===== config.mk =====
export PLATFORM = sky130hd
export DESIGN_NAME = sram_arbiter
export DESIGN_NICKNAME = d
export VERILOG_FILES = /design/src/rtl/sram_arb_pkg.sv /design/src/rtl/sram_arb_pick.sv /design/src/rtl/sram_arbiter.sv
export SDC_FILE = /design/constraint.sdc
export NUM_CORES = 1
export LEC_CHECK = 0
export CORE_ASPECT_RATIO = 1.1
export CORE_MARGIN = 10
export CORE_UTILIZATION = 41
export DETAILED_ROUTE_END_ITERATION = 8
export PLACE_DENSITY = 0.87
export SYNTH_ARGS = -nofsm -noshare
export SYNTH_HDL_FRONTEND = slang
export SYNTH_SLANG_ARGS = --single-unit

===== constraint.sdc =====
create_clock -name clk -period 6.43 [get_ports clk]
set_clock_uncertainty 0.05 [all_clocks]
set_input_delay 1.286 -clock clk [delete_from_list [all_inputs] [get_ports clk]]
set_output_delay 1.286 -clock clk [all_outputs]
set_load 0.01 [all_outputs]

===== src/rtl/sram_arb_pkg.sv =====
// Shared types and defaults for the two-requester SRAM arbiter.
package sram_arb_pkg;

    localparam int DEF_ADDR_WIDTH = 32;
    localparam int DEF_DATA_WIDTH = 32;

    typedef enum logic [1:0] {
        IDLE  = 2'd0,
        ISSUE = 2'd1,
        ACK   = 2'd2
    } state_t;

    typedef logic grant_t;

    function automatic grant_t other_grant(input grant_t g);
        return ~g;
    endfunction

endpackage


===== src/rtl/sram_arb_pick.sv =====
// Combinational winner selection for the SRAM arbiter.
// SRAM_ARB_FIXED_PRIO_EN selects fixed priority (requester 0 wins ties); default is round-robin.
module sram_arb_pick
    import sram_arb_pkg::*;
(
    input  logic   req0,
    input  logic   req1,
    input  grant_t last_grant,
    output logic   valid,
    output grant_t winner
);

    assign valid = req0 | req1;

`ifdef SRAM_ARB_FIXED_PRIO_EN
    logic unused_last_grant;
    assign unused_last_grant = last_grant;

    always_comb begin
        winner = 1'b0;
        if (!req0 && req1) begin
            winner = 1'b1;
        end
    end
`else
    // On a tie the requester that was not served last goes next.
    always_comb begin
        winner = 1'b0;
        if (req0 && req1) begin
            winner = other_grant(last_grant);
        end else if (req1) begin
            winner = 1'b1;
        end
    end
`endif

endmodule


===== src/rtl/sram_arbiter.sv =====
// Shares one single-port RAM between two req/ack masters, one transaction every three cycles.
// Arbitration policy is chosen inside sram_arb_pick via SRAM_ARB_FIXED_PRIO_EN.
module sram_arbiter
    import sram_arb_pkg::*;
#(
    parameter int ADDR_WIDTH = DEF_ADDR_WIDTH,
    parameter int DATA_WIDTH = DEF_DATA_WIDTH
)
(
    input  logic                  clk,
    input  logic                  rst,
    input  logic                  req0_i,
    input  logic                  wen0_i,
    input  logic [ADDR_WIDTH-1:0] addr0_i,
    input  logic [DATA_WIDTH-1:0] wdata0_i,
    input  logic                  req1_i,
    input  logic                  wen1_i,
    input  logic [ADDR_WIDTH-1:0] addr1_i,
    input  logic [DATA_WIDTH-1:0] wdata1_i,
    output logic                  ack0_o,
    output logic                  ack1_o,
    output logic [DATA_WIDTH-1:0] rdata0_o,
    output logic [DATA_WIDTH-1:0] rdata1_o,
    output logic [ADDR_WIDTH-1:0] addr_o,
    output logic                  write_en_o,
    output logic [DATA_WIDTH-1:0] wdata_o,
    input  logic [DATA_WIDTH-1:0] rdata_i
);

    state_t                state_reg, state_next;
    grant_t                grant_reg, grant_next;
    grant_t                last_grant_reg, last_grant_next;
    logic                  wen_reg, wen_next;
    logic [ADDR_WIDTH-1:0] addr_next;
    logic [DATA_WIDTH-1:0] wdata_next;
    logic                  write_en_next;
    logic                  ack0_next, ack1_next;
    logic [DATA_WIDTH-1:0] rdata0_next, rdata1_next;

    logic   pick_valid;
    grant_t pick_winner;

    sram_arb_pick u_pick (
        .req0       (req0_i),
        .req1       (req1_i),
        .last_grant (last_grant_reg),
        .valid      (pick_valid),
        .winner     (pick_winner)
    );

    always_comb begin
        state_next      = state_reg;
        grant_next      = grant_reg;
        last_grant_next = last_grant_reg;
        wen_next        = wen_reg;
        addr_next       = addr_o;
        wdata_next      = wdata_o;
        write_en_next   = 1'b0;
        ack0_next       = 1'b0;
        ack1_next       = 1'b0;
        rdata0_next     = rdata0_o;
        rdata1_next     = rdata1_o;

        case (state_reg)
            IDLE: begin
                // The RAM-side registers are loaded here so they are already valid during ISSUE.
                if (pick_valid) begin
                    grant_next = pick_winner;
                    if (pick_winner) begin
                        wen_next      = wen1_i;
                        addr_next     = addr1_i;
                        wdata_next    = wdata1_i;
                        write_en_next = wen1_i;
                    end else begin
                        wen_next      = wen0_i;
                        addr_next     = addr0_i;
                        wdata_next    = wdata0_i;
                        write_en_next = wen0_i;
                    end
                    state_next = ISSUE;
                end
            end
            ISSUE: begin
                state_next = ACK;
            end
            ACK: begin
                if (grant_reg) begin
                    ack1_next = 1'b1;
                    if (!wen_reg) begin
                        rdata1_next = rdata_i;
                    end
                end else begin
                    ack0_next = 1'b1;
                    if (!wen_reg) begin
                        rdata0_next = rdata_i;
                    end
                end
                last_grant_next = grant_reg;
                state_next      = IDLE;
            end
            default: begin
                state_next = IDLE;
            end
        endcase
    end

    always_ff @(posedge clk or posedge rst) begin
        if (rst) begin
            state_reg      <= IDLE;
            grant_reg      <= 1'b0;
            last_grant_reg <= 1'b1;
            wen_reg        <= 1'b0;
            addr_o         <= '0;
            wdata_o        <= '0;
            write_en_o     <= 1'b0;
            ack0_o         <= 1'b0;
            ack1_o         <= 1'b0;
            rdata0_o       <= '0;
            rdata1_o       <= '0;
        end else begin
            state_reg      <= state_next;
            grant_reg      <= grant_next;
            last_grant_reg <= last_grant_next;
            wen_reg        <= wen_next;
            addr_o         <= addr_next;
            wdata_o        <= wdata_next;
            write_en_o     <= write_en_next;
            ack0_o         <= ack0_next;
            ack1_o         <= ack1_next;
            rdata0_o       <= rdata0_next;
            rdata1_o       <= rdata1_next;
        end
    end

endmodule


==> Word-level counts from Yosys, hierarchy flattened <==
Index checks and enable logic that the tools add are counted.
Widths: inputs -> output; s select.
{ "totals": {"register_bits": 136, "inputBits": 166, "out_inout_bits": 131, "wordCells": 36} }
{ "op_classes": {"n_eq_ne": 3, "muxes": 13, "n_bitwise": 4, "n_reduce_logical": 5} }
{ "ops": {"columns": ["cell", "n"], "rows": [
  ["$mux 32", 2],
  ["$mux 1", 9],
  ["$reduce_and 3->1", 2],
  ["$pmux 2 s2", 1],
  ["$not 1->1", 3],
  ["$eq 2x1->1 const B", 1],
  ["$eq 2x2->1 const B", 1],
  ["$logic_not 2->1", 1],
  ["$mux 2", 1],
  ["$ne 2x2->1 const B", 1],
  ["$reduce_and 2->1", 1],
  ["$logic_and 1x1->1", 1],
  ["$or 1x1->1", 1]
]} }

==> Logic depth before layout (Yosys ltp) <==
{ "logic_depth": {"depth_word": 5, "mapped_depth": 5, "ltp_nobuf": 3} }

==> Modules after synthesis <==
A second synthesis with hierarchy kept.
{ "unflattened": {"cells_unflattened": 365, "hier_area_um2": 5988.2} }
{ "by_module_without_submodules": {"columns": ["module", "n_inst", "cells_per_inst", "area_each_um2", "seq_area_each_um2"], "rows": [
  ["sram_arbiter", 1, 363, 5974.5, 3404.5],
  ["sram_arb_pick", 1, 2, 13.8, 0.0]
]} }

==> Worst setup path before layout <==
No wires, ideal clock.
{ "synth_path": {"kind": "input-to-reg", "start": "input req1_i", "end": "register addr_o[11]", "setup_time_ns": 0.125, "t_arrival_ns": 2.325, "required_ns": 6.255, "slack_ns": 3.930, "path_stages": 5, "n_path_buf": 2, "cell_sequence": "a21bo_2 -> buf_6 -> buf_6 -> mux2_4 -> mux2_4"} }
{ "synth_via": {"elab_chain_len": 3} }
{ "synth_lines": {"columns": ["item", "line", "rtl"], "rows": [
  ["start: declaration", "sram_arbiter.sv:16", "input logic req1_i,"],
  ["$mux 1 / $logic_and 1x1->1 (equally long branches)", "sram_arb_pick.sv:31, sram_arb_pick.sv:29", null],
  ["$mux 1", "sram_arb_pick.sv:29", "if (req0 && req1) begin"],
  ["$mux 32", "sram_arbiter.sv:69", "if (pick_winner) begin"],
  ["end signal: assignment", "sram_arbiter.sv:125", "addr_o <= addr_next;"],
  ["end: declaration", "sram_arbiter.sv:24", "output logic [ADDR_WIDTH-1:0] addr_o,"]
]} }
Parallel ways exist; a longest one is shown, timed or not.
A chain may end at the register's enable or synchronous reset.

==> Final worst setup path <==
{ "layout_path": {"start": "input req0_i", "end": "register addr_o[9]"} }
{ "layout_via": {"elab_chain_len": 3} }
{ "layout_lines": {"columns": ["item", "line", "rtl"], "rows": [
  ["start: declaration", "sram_arbiter.sv:12", "input logic req0_i,"],
  ["$logic_and 1x1->1", "sram_arb_pick.sv:29", null],
  ["$mux 1", "sram_arb_pick.sv:29", null],
  ["$mux 32", "sram_arbiter.sv:69", null]
]} }
Parallel ways exist; a longest one is shown, timed or not.

==> results.md <==
- The clock edge transition at the registers on the reported setup and hold paths is 0.06 ns.
- For this run, the top clock speed supported by timing is 0.2943 GHz.
- The commonest cells after synthesis are sky130_fd_sc_hd__dfrtp_1, sky130_fd_sc_hd__mux2_2, sky130_fd_sc_hd__mux2_4.
- Once detailed placement completed, the half-perimeter wirelength came to 14.70 mm.
- The category of the worst setup path capture point is a flop.
- Summed over all layers, the global routing overflow is 0.
- The TritonCTS buffer count is 17.
- The total global routing track utilization is 18.20%.
- Counting distinct cell types in the post-synthesis netlist gives 18.
- The area of the die is 0.02023 mm2.
- The height of the chip is 148.2 um.
- The total area inside the core boundary comes to 0.01456 mm2.
- The initial detailed-routing violation count is 124.
- Dividing the detail-routed wire length by the instance count gives 21.49 um.
- The area added between synthesis and finish is 60.78%.
- TritonCTS built the clock tree.
- The Yosys step of the flow raised 0 warnings.
- The number of antenna violations at the first check in global routing came to 0.
- The largest area contributor in the synthesized netlist is sky130_fd_sc_hd__dfrtp_1.
- Synthesis inferred 136 register bits.
- Clock tree synthesis found a total of 136 sinks.
- Buffers inserted to repair hold after CTS numbered 0.
- Dividing the final minimum period by the clock period gives 52.85%.
- The total of cells resized after clock tree synthesis is 0.
- The async set-reset flop share out of synthesis is 100.0%.
- The final standard cell count with taps included and fillers excluded is 870.
- The number of failing hold endpoints at the final stage is 0.
- Setup repair after global routing left no endpoint under its margin.
- The buffer type at the clock tree root is sky130_fd_sc_hd__clkbuf_16.
- The cell with the most instances after synthesis is sky130_fd_sc_hd__dfrtp_1.
- After detailed placement, the design holds a cell count of 839.
- For the worst setup path, the data arrival time is 3.64 ns.
- The die width is 136.5 um.
- The via density per instance is 4.792.
- In this run the power density over the cells is 476.8 mW/mm2.
- In this run the worst hold path is classified as reg -> reg.
- The placer congestion estimate is 0.7518.
- The worst IR drop on VDD is 0.0002270 V.
- In the synthesized netlist the dominant register cell turns out to be sky130_fd_sc_hd__dfrtp_1.
- Yosys attributes the largest share of cell area to sky130_fd_sc_hd__dfrtp_1, sky130_fd_sc_hd__mux2_2, sky130_fd_sc_hd__mux2_4.
- STA classifies the critical path startpoint as an input port.
- Across all layers, the routed design uses 4169 vias.
- The clock network latency to the later pin of the worst-skew pair is 0.40 ns.
- The first detailed-routing pass took 4 iterations.
- The transition time at the pin with the least slew margin is 1.103 ns.
- The number of instances in the synthesized netlist is 367.
- The post-CTS setup buffer count is 0.
- Summed over its instances, the top area cell type makes up 55.18% of the synthesized netlist area.
- The via count of the first global-routing pass is 5010.
- The synthesized net count is 533.
- The per-instance average area after synthesis is 16.68 um2.
- The share of the Yosys chip area taken by registers is 55.61%.
- The pin count of the biggest net entering global routing is 83.
- The design draws 0.004693 W.
- The mapped netlist covers 0.006122 mm2.
- After filler insertion, the fill cell instance count of the layout stands at 1012.
- Setup violations remaining at the end of the flow were counted as 0.
- The global-route wire length before repair is 28.30 mm.
- In this run the tightest slew margin relative to its limit is 26.49%.
- The level count of the clock H-tree is 4.
- The number of antenna diodes in the final layout is 0.
- The worst path needs 3.398 ns of the cycle, external delays included.
- Once detail routing completed, the nets flagged for antenna violations numbered 0.
- The layout net count is 832.
- The initial core utilization is 42.04%.
- The highest net fanout along the worst path is 44.
- The count of flip-flops with a built-in enable after synthesis is 0.
- The worst setup path is of the in -> reg kind.
- The total length of routed wires is 18.70 mm.
- The number of I/O port buffers is 296.
- The number of maximum-capacitance constraint violations is 0.
- The number of remaining DRC errors is 0.
- The leakage dissipation is 4.240 nW.
- In this run the deepest clock path goes through 2 buffers.
- The total count of max-transition violations in the final report is 0.
- At the worst endpoint, the required time is 6.67 ns.
- Hold is met by 0.4479 ns.
- The run finished with clean final reports.
- 297 I/O pins were placed.
- Of the cells placed in the final design, the portion with a size suffix greater than 1 is 33.63%.
- For the final routed database, the setup TNS stands at 0 ns.
- The row count is 46.
==> placed cells by master (no fill, tap or decap) <==
master / instances
sky130_fd_sc_hd__buf_4: 4
sky130_fd_sc_hd__mux2i_1: 2
sky130_fd_sc_hd__clkinv_2: 4
sky130_fd_sc_hd__clkdlybuf4s50_1: 296
sky130_fd_sc_hd__clkbuf_16: 17
sky130_fd_sc_hd__mux2_4: 80
sky130_fd_sc_hd__nor2_1: 2
sky130_fd_sc_hd__nor2b_1: 2
sky130_fd_sc_hd__dfrtp_1: 135
sky130_fd_sc_hd__mux2_1: 4
sky130_fd_sc_hd__dfstp_2: 1
sky130_fd_sc_hd__clkbuf_1: 1
sky130_fd_sc_hd__clkinvlp_4: 3
sky130_fd_sc_hd__nand3b_1: 1
sky130_fd_sc_hd__clkinv_4: 1
sky130_fd_sc_hd__nand2b_1: 1
sky130_fd_sc_hd__mux2_2: 108
sky130_fd_sc_hd__inv_6: 2
sky130_fd_sc_hd__o32ai_1: 1
sky130_fd_sc_hd__bufinv_16: 3
sky130_fd_sc_hd__nor3_4: 2
sky130_fd_sc_hd__clkbuf_8: 1
sky130_fd_sc_hd__a21bo_4: 1
sky130_fd_sc_hd__inv_1: 3
sky130_fd_sc_hd__nand2_1: 2
sky130_fd_sc_hd__nor2_4: 1
==> cell families after synthesis <==
logic type	Yosys count	share of synthesized area, %
multiplexers	194	40.55
flip-flops	136	55.61
buffers and inverters	24	2.473
AND/OR/NAND/NOR	11	1.063
AO/OA/AOI/OAI	2	0.3066
==> power by group <==
part	internal (W)	switching, W	total [W]	leakage [nW]
clock	0.000617	0.000359	0.000975	0.285
sequential	0.00129	0.000266	0.00156	1.62
combinational	0.00138	0.000782	0.00216	2.33
==> through the flow <==
step                      cell area [um2]  utilization, %  worst slack (ns)
after floorplan                      6122               -             1.456
after global placement               9250           63.52             2.690
after detailed placement             9250           63.52             2.635
after CTS                            9843           67.60             3.066
after global routing                 9843           67.60             2.953
final                                9843           67.60             3.032
==> layer usage <==
metal	wire length [um]	GRT usage (%)	part of all wire, %
met3	1751	7.749	9.4
met4	452	7.249	2.4
met1	6455	17.48	35
met5	0	0	0
met2	10040	33.18	54
==> path summary, 6_finish.rpt <==
path	from	endpoint	slack, ns	cells after the start
worst max register to register	last_grant_reg	addr_o[9]	3.85	4
worst min-delay path	last_grant_reg	last_grant_reg	0.45	2
worst min register to register	last_grant_reg	last_grant_reg	0.45	2
worst max-delay path	req0_i	addr_o[9]	3.03	5
max in group asynchronous	rst	rdata0_o[8]	3.65	3
min in group asynchronous	rst	rdata0_o[0]	1.24	2
==> critical path: stages <==
cell and delay [ns]:
sky130_fd_sc_hd__clkdlybuf4s50_1 0.50, sky130_fd_sc_hd__a21bo_4 0.66, sky130_fd_sc_hd__buf_4 0.50, sky130_fd_sc_hd__mux2_2 0.39, sky130_fd_sc_hd__mux2_2 0.26
==> cell type report <==
class / instances / area (um2) / area share, %
flip-flops and latches: 136 / 3405 / 34.59
well taps: 192 / 240.2 / 2.441
repair buffers: 300 / 2993 / 30.41
clock inverters: 12 / 150.1 / 1.525
clock buffers: 19 / 442.9 / 4.500
inverters: 4 / 20.02 / 0.2034
multi-input cells: 207 / 2592 / 26.34
No activity file was read; power rests on OpenSTA's default activity.
